$ cat src/rtl/wb_stage_q.sv
// Generic show-ahead FIFO: head entry is visible on dout whenever not empty.
// Latency: a pushed entry appears on dout the cycle after the push edge.
// Backpressure: push is ignored when full, pop is ignored when empty; full is registered-count based.
module wb_fifo #(
    parameter int W     = 8,
    parameter int DEPTH = 2
) (
    input  logic         clk,
    input  logic         rst_n,
    input  logic         push,
    input  logic [W-1:0] din,
    input  logic         pop,
    output logic [W-1:0] dout,
    output logic         empty,
    output logic         full
);
    localparam int PW = (DEPTH > 1) ? $clog2(DEPTH) : 1;
    localparam int CW = $clog2(DEPTH + 1);

    logic [W-1:0]  mem [DEPTH];
    logic [PW-1:0] wr_ptr;
    logic [PW-1:0] rd_ptr;
    logic [CW-1:0] count;
    logic          push_ok;
    logic          pop_ok;

    // Pointers wrap explicitly so non-power-of-two depths work.
    function automatic logic [PW-1:0] ptr_next(input logic [PW-1:0] p);
        return (p == PW'(DEPTH - 1)) ? '0 : p + PW'(1);
    endfunction

    assign empty   = (count == '0);
    assign full    = (count == CW'(DEPTH));
    assign push_ok = push && !full;
    assign pop_ok  = pop && !empty;
    assign dout    = mem[rd_ptr];

    // Storage is not reset; occupancy is tracked by count alone.
    always_ff @(posedge clk) begin
        if (push_ok) begin
            mem[wr_ptr] <= din;
        end
    end

    // Pointer and occupancy bookkeeping.
    always_ff @(posedge clk or negedge rst_n) begin
        if (!rst_n) begin
            wr_ptr <= '0;
            rd_ptr <= '0;
            count  <= '0;
        end else begin
            if (push_ok) wr_ptr <= ptr_next(wr_ptr);
            if (pop_ok)  rd_ptr <= ptr_next(rd_ptr);
            case ({push_ok, pop_ok})
                2'b10:   count <= count + CW'(1);
                2'b01:   count <= count - CW'(1);
                default: count <= count;
            endcase
        end
    end
endmodule

// In-order writeback queue: holds loads at the head until their memory response, then writes the RF.
// Latency: non-load retires one edge after enqueue; load retires on the edge sampling mem_rvalid.
// Backpressure: in_ready = !full (registered count), so a retiring full queue frees its slot a cycle later.
module wb_stage_q #(
    parameter int XLEN   = 32,
    parameter int REG_AW = 5,
    parameter int DEPTH  = 2
) (
    input  logic              clk,
    input  logic              rst_n,
    input  logic              in_valid,
    output logic              in_ready,
    input  logic              in_memtoreg,
    input  logic              in_regwrite,
    input  logic              in_pc2reg,
    input  logic [2:0]        in_funct3,
    input  logic [1:0]        in_addr_lo,
    input  logic [REG_AW-1:0] in_rd,
    input  logic [XLEN-1:0]   in_alu_result,
    input  logic [XLEN-1:0]   in_pc_plus4,
    input  logic              mem_rvalid,
    input  logic [XLEN-1:0]   mem_rdata,
    output logic              rf_we,
    output logic [REG_AW-1:0] rf_waddr,
    output logic [XLEN-1:0]   rf_wdata,
    output logic              err_rsp,
    output logic              err_f3
);
    typedef struct packed {
        logic              memtoreg;
        logic              regwrite;
        logic              pc2reg;
        logic [2:0]        funct3;
        logic [1:0]        addr_lo;
        logic [REG_AW-1:0] rd;
        logic [XLEN-1:0]   alu;
        logic [XLEN-1:0]   pc4;
    } entry_t;

    entry_t    in_ent;
    entry_t    head;
    logic      empty;
    logic      full;
    logic      retire;
    logic      rsp_drop;
    logic      f3_bad;
    logic [7:0]      ld_byte;
    logic [15:0]     ld_half;
    logic [XLEN-1:0] ld_data;
    logic [XLEN-1:0] wdata;

    assign in_ent = '{memtoreg: in_memtoreg, regwrite: in_regwrite, pc2reg: in_pc2reg,
                      funct3: in_funct3, addr_lo: in_addr_lo, rd: in_rd,
                      alu: in_alu_result, pc4: in_pc_plus4};

    wb_fifo #(.W($bits(entry_t)), .DEPTH(DEPTH)) u_q (
        .clk   (clk),
        .rst_n (rst_n),
        .push  (in_valid && in_ready),
        .din   (in_ent),
        .pop   (retire),
        .dout  (head),
        .empty (empty),
        .full  (full)
    );

    assign in_ready = !full;
    // A load head waits for its response; anything else leaves as soon as it is at the head.
    assign retire   = !empty && (!head.memtoreg || mem_rvalid);
    // A response is only meaningful when a load sits at the head.
    assign rsp_drop = mem_rvalid && (empty || !head.memtoreg);

    // Pick the addressed byte/half from the aligned word and extend per funct3.
    always_comb begin
        f3_bad  = 1'b0;
        ld_data = '0;
        case (head.addr_lo)
            2'd1:    ld_byte = mem_rdata[15:8];
            2'd2:    ld_byte = mem_rdata[23:16];
            2'd3:    ld_byte = mem_rdata[31:24];
            default: ld_byte = mem_rdata[7:0];
        endcase
        ld_half = head.addr_lo[1] ? mem_rdata[31:16] : mem_rdata[15:0];
        case (head.funct3)
            3'b000:  ld_data = {{(XLEN-8){ld_byte[7]}}, ld_byte};
            3'b001:  ld_data = {{(XLEN-16){ld_half[15]}}, ld_half};
            3'b010:  ld_data = mem_rdata;
            3'b100:  ld_data = {{(XLEN-8){1'b0}}, ld_byte};
            3'b101:  ld_data = {{(XLEN-16){1'b0}}, ld_half};
            default: f3_bad  = 1'b1;
        endcase
        if (head.pc2reg)        wdata = head.pc4;
        else if (head.memtoreg) wdata = ld_data;
        else                    wdata = head.alu;
    end

    // Registered RF write port; address/data hold when nothing retires.
    always_ff @(posedge clk or negedge rst_n) begin
        if (!rst_n) begin
            rf_we    <= 1'b0;
            rf_waddr <= '0;
            rf_wdata <= '0;
        end else if (retire) begin
            rf_we    <= head.regwrite && (head.rd != '0);
            rf_waddr <= head.rd;
            rf_wdata <= wdata;
        end else begin
            rf_we    <= 1'b0;
        end
    end

    // Sticky error flags, cleared only by reset.
    always_ff @(posedge clk or negedge rst_n) begin
        if (!rst_n) begin
            err_rsp <= 1'b0;
            err_f3  <= 1'b0;
        end else begin
            if (rsp_drop)                           err_rsp <= 1'b1;
            if (retire && head.memtoreg && f3_bad)  err_f3  <= 1'b1;
        end
    end
endmodule

$ cat config.mk
export PLATFORM = sky130hd
export DESIGN_NAME = wb_stage_q
export DESIGN_NICKNAME = d
export VERILOG_FILES = /design/src/rtl/wb_stage_q.sv
export SDC_FILE = /design/constraint.sdc
export NUM_CORES = 1
export LEC_CHECK = 0
export CAP_MARGIN = 0
export CELL_PAD_IN_SITES_DETAIL_PLACEMENT = 0
export CELL_PAD_IN_SITES_GLOBAL_PLACEMENT = 1
export CORE_ASPECT_RATIO = 0.9
export CORE_MARGIN = 4
export CORE_UTILIZATION = 48
export CTS_BUF_LIST = sky130_fd_sc_hd__clkbuf_4
export CTS_CLUSTER_SIZE = 30
export DETAILED_ROUTE_END_ITERATION = 12
export DONT_BUFFER_PORTS = 1
export GPL_ROUTABILITY_DRIVEN = 1
export PLACE_DENSITY = 0.85
export SLEW_MARGIN = 20
export SYNTH_ARGS = -nofsm -noshare
export SYNTH_HDL_FRONTEND = slang
export SYNTH_SLANG_ARGS = --single-unit
$ cat constraint.sdc
create_clock -name clk -period 4.15 [get_ports clk]
set_input_delay 0.83 -clock clk [delete_from_list [all_inputs] [get_ports clk]]
set_output_delay 0.83 -clock clk [all_outputs]
set_load 0.1 [all_outputs]
==> flow_metrics.tcl <==
set metrics [dict create \
    global_route_wire_length_before_repair_um 31000 \
    layout-drive-gt1-share_pct 11.9 \
    worstSetupPathType "reg2reg" \
    cts_made_buffers 17 \
    dominant_cells_by_area_after_synthesis "edfxtp_1 (55%), dfrtp_1 (13%), mux2i_1 (7.5%), a21oi_1 (3.3%), o21ai_0 (2.1%)" \
    cpPeakStageDelay_ns 0.94 \
    placed_area_um2 8610 \
    outcome "completed" \
    postCtsSetupBuffers 0 \
    synth_top_area_share_pct 55.1 \
    r2r_setup_slack_ns 1.07 \
    final-setup-viol-count 0 \
    drt_drc_violations_left 0 \
    worst_reg_to_reg_cells 8 \
    detail_route.wirelength_um 20700 \
    crit_path_cell_trace "mux2i_2, buf_4, o22ai_2, inv_2, ha_1, xnor2_1, nor2_1, xor2_1" \
    final_area_um2 8970 \
    detail_route.vias_per_cell 6.14 \
    postSynthRegisterBits 198 \
    cts_tree "done" \
    core_area_um2 17000 \
    cts-htree-levels 4 \
    critical_path_required_ns 4.65 \
    sequential_cell_area_um2 5730 \
    syn-cell-area_um2 8390 \
    mean_instance_size_in_the_synthesized_netlist_um2 14.0 \
    via_count_of_the_first_global_routing_pass 5317 \
    dr_total_vias 5198 \
    detailed_place_hpwl_um 14600 \
    final.fill_count 1431 \
    placer_congestion 0.914 \
    cts_root_buf "clkbuf_4" \
    finalClockSkew_ns 0.0231 \
    drt_iter0_drc 480 \
    timing.critical_path.arrival_ns 3.58 \
    synth.yosys.seq_area_share_pct 68.3 \
    crit-reg2reg-launch "u_q.rd_ptr" \
    initial_core_util_pct 49.3 \
    clk_pin_slew_worst_paths_ns 0.18 \
    crit_slowest_cell "dfrtp_4" \
    track_usage_pct 21.1 \
    min_delay_worst_endpoint "u_q.mem[1][50]" \
    synthDominantAreaCellType "edfxtp_1" \
    core.rowCount 45 \
    period_minus_slack_ns 3.08 \
    diodes 0 \
    net-switching-power_w 0.00400 \
    crit_path_start "u_q.rd_ptr" \
    p_clk_share_pct 12.9 \
    wire_per_inst_um 24.4 \
    postSynthCellCount 600 \
    yosys_warnings 0 \
    maxCapViolations 0 \
    numClockSinks 198 \
    internal_w 0.00396 \
    boundaryPins 154 \
    regToRegEndpoint "u_q.count[1]" \
    cp_max_fo 55 \
    floorplan.die.height_um 133 \
    grt_remaining_overflow 0 \
    layout-area-overhead-vs-synth_pct 6.94 \
    postRouteAntennaNets 0 \
    report.final.hold_viol_count 0 \
    fin_setup_tns_ns 0 \
    multi_input_comb_area_um2 2480 \
    area_of_the_die_um2 19700 \
    die_w_um 147 \
    vdd_ir_drop_max_mv 0.363 \
    combPwrFrac_pct 29.9 \
    post_route_clock_period_utilization_pct 74.1 \
    post_synth_num_cell_types 53 \
    max_buffers_root_to_sink 2 \
    final_net_count 712 \
    port_buffers 0 \
    detailedPlace.worstSlack_ns 1.12 \
    synthFlopType "edfxtp_1" \
    drv_slew 0 \
    drt_first_pass_iters 5 \
    critical_path.startpoint_type "flip-flop" \
    final.setup.worst_slack_ns 1.07 \
    async_reset_ff_share_pct 22.2 \
    synth-edff-count 154 \
    min_path_type "in2reg" \
    largest_net_degree_at_the_start_of_global_routing 78 \
    critical_path.endpoint_type "flip-flop" \
    min_delay_path_depth 0 \
    tightest_slew_ns 1.17 \
    max-slew-margin-rel_pct 21.9 \
    syn_nets 714 \
    power.static_leakage_nw 3.14 \
    worst_case_hold_slack_ns 0.304 \
    clock_latency_ns 0.60 \
    layout.core_utilization_pct 52.7 \
    rsz0062_at_grt "false" \
    worst_hold_startpoint "in_alu_result[18]" \
    netSwitchingFraction_pct 50.3 \
    pwr-share-seq_pct 57.2 \
    p_per_area_nw_per_um2 889 \
    fmax_mhz 325 \
    number_of_antenna_violations_at_the_first_check_in_global_routing 1 \
]
what timing repair did:
| action | CTS | global route |
|---|---|---|
| hold buffers | 2 | 0 |
| gates resized for setup | 0 | 0 |
| hold endpoints to repair | 44 | 0 |
layout make-up:
cell class                 count  share of cell area [%]
clock buffer                  17                    1.42
clock inverter                15                    1.86
inverter                      12                   0.502
multi-input combinational    358                    27.7
sequential                   198                    63.9
tap                          235                    3.28
timing repair buffer          11                    1.40
flip-flops by register name, indices dropped and copies added (netlist names):
register	cells
rf_wdata	32
rf_waddr	5
err_f3	1
rf_we	1
u_q.rd_ptr	1
u_q.count	2
u_q.mem	154
err_rsp	1
u_q.wr_ptr	1
worst max-delay path, delay by kind of cell, from the launching register on:
family | cells | cell delay (ns)
flops | 1 | 0.94
buf+inv | 2 | 0.68
compound gates | 1 | 0.46
fa+ha+maj | 1 | 0.37
xor+xnor | 2 | 0.29
mux | 1 | 0.13
simple gates | 1 | 0.07
cell usage after synthesis, drive strengths merged (5+ instances only):
master  number
a21oi       57
a221oi       8
a31oi        8
a32oi        5
buf         18
clkbuf      14
dfrtp       44
edfxtp     154
inv         12
mux2        15
mux2i       65
nand2       45
nand2b       5
nand3       16
nor2        23
nor3         7
o21ai       37
o221ai      20
o22ai        9
layer usage:
| layer | track usage [%] | vias to the layer above | part of all wire (%) |
|---|---|---|---|
| met5 | 0 | - | 0.063 |
| met4 | 6.57 | 2 | 2.2 |
| met3 | 10.0 | 31 | 12 |
| met2 | 33.2 | 249 | 48 |
| met1 | 26.2 | 2582 | 38 |
| li1 | - | 2334 | - |
cells by family (layout without fill, tap and decap cells):
kind of cell | Yosys count | count (layout) | synth area share (%)
simple gates | 110 | 110 | 6.19
fa+ha+maj | 1 | 1 | 0.149
xor+xnor | 5 | 5 | 0.522
buf+inv | 44 | 55 | 2.43
mux | 81 | 81 | 10.2
flops | 198 | 198 | 68.3
compound gates | 161 | 161 | 12.3
power groups by stage:
stage	clock network (W)	logic (W)	registers (W)
after global routing	0.00115	0.00262	0.00461
after floorplan	0	0.00192	0.00439
final	0.00103	0.00238	0.00456
after detailed placement	0	0.00235	0.00462
after global placement	0	0.00227	0.00459
after CTS	0.00105	0.00236	0.00457
placed cells by master, fill, tap and decap left out, types with 3 or more instances in the layout:
cell type / count
a211oi_1: 3
a21oi_1: 55
a221oi_1: 8
a31oi_1: 8
a32oi_1: 5
buf_4: 8
clkbuf_4: 17
clkinv_4: 3
dfrtp_1: 43
edfxtp_1: 154
inv_1: 11
inv_6: 3
inv_8: 3
mux2_2: 14
mux2i_1: 63
nand2_1: 45
nand2b_1: 5
nand3_1: 16
nor2_1: 22
nor2b_1: 4
nor3_1: 6
nor3b_1: 3
o21ai_0: 35
o221ai_1: 20
o22ai_1: 8
xnor2_1: 4
worst max path at each step:
stage / slack (ns) / cells past startpoint / end
detailed placement: 1.12 / 8 / u_q.count[1]
global placement: 1.19 / 8 / u_q.count[1]
global route: 0.87 / 8 / u_q.count[1]
finish: 1.07 / 8 / u_q.count[1]
CTS: 1.09 / 8 / u_q.count[1]
floorplan: 0.19 / 3 / u_q.mem[0][0]
stage by stage:
| step | std cells | total power, W |
|---|---|---|
| floorplan | 600 | 0.00632 |
| global placement | 811 | 0.00686 |
| detailed placement | 811 | 0.00696 |
| CTS | 845 | 0.00798 |
| global route | 846 | 0.00837 |
| finish | 846 | 0.00797 |
Note: power is estimated with default switching activity, not from simulation.
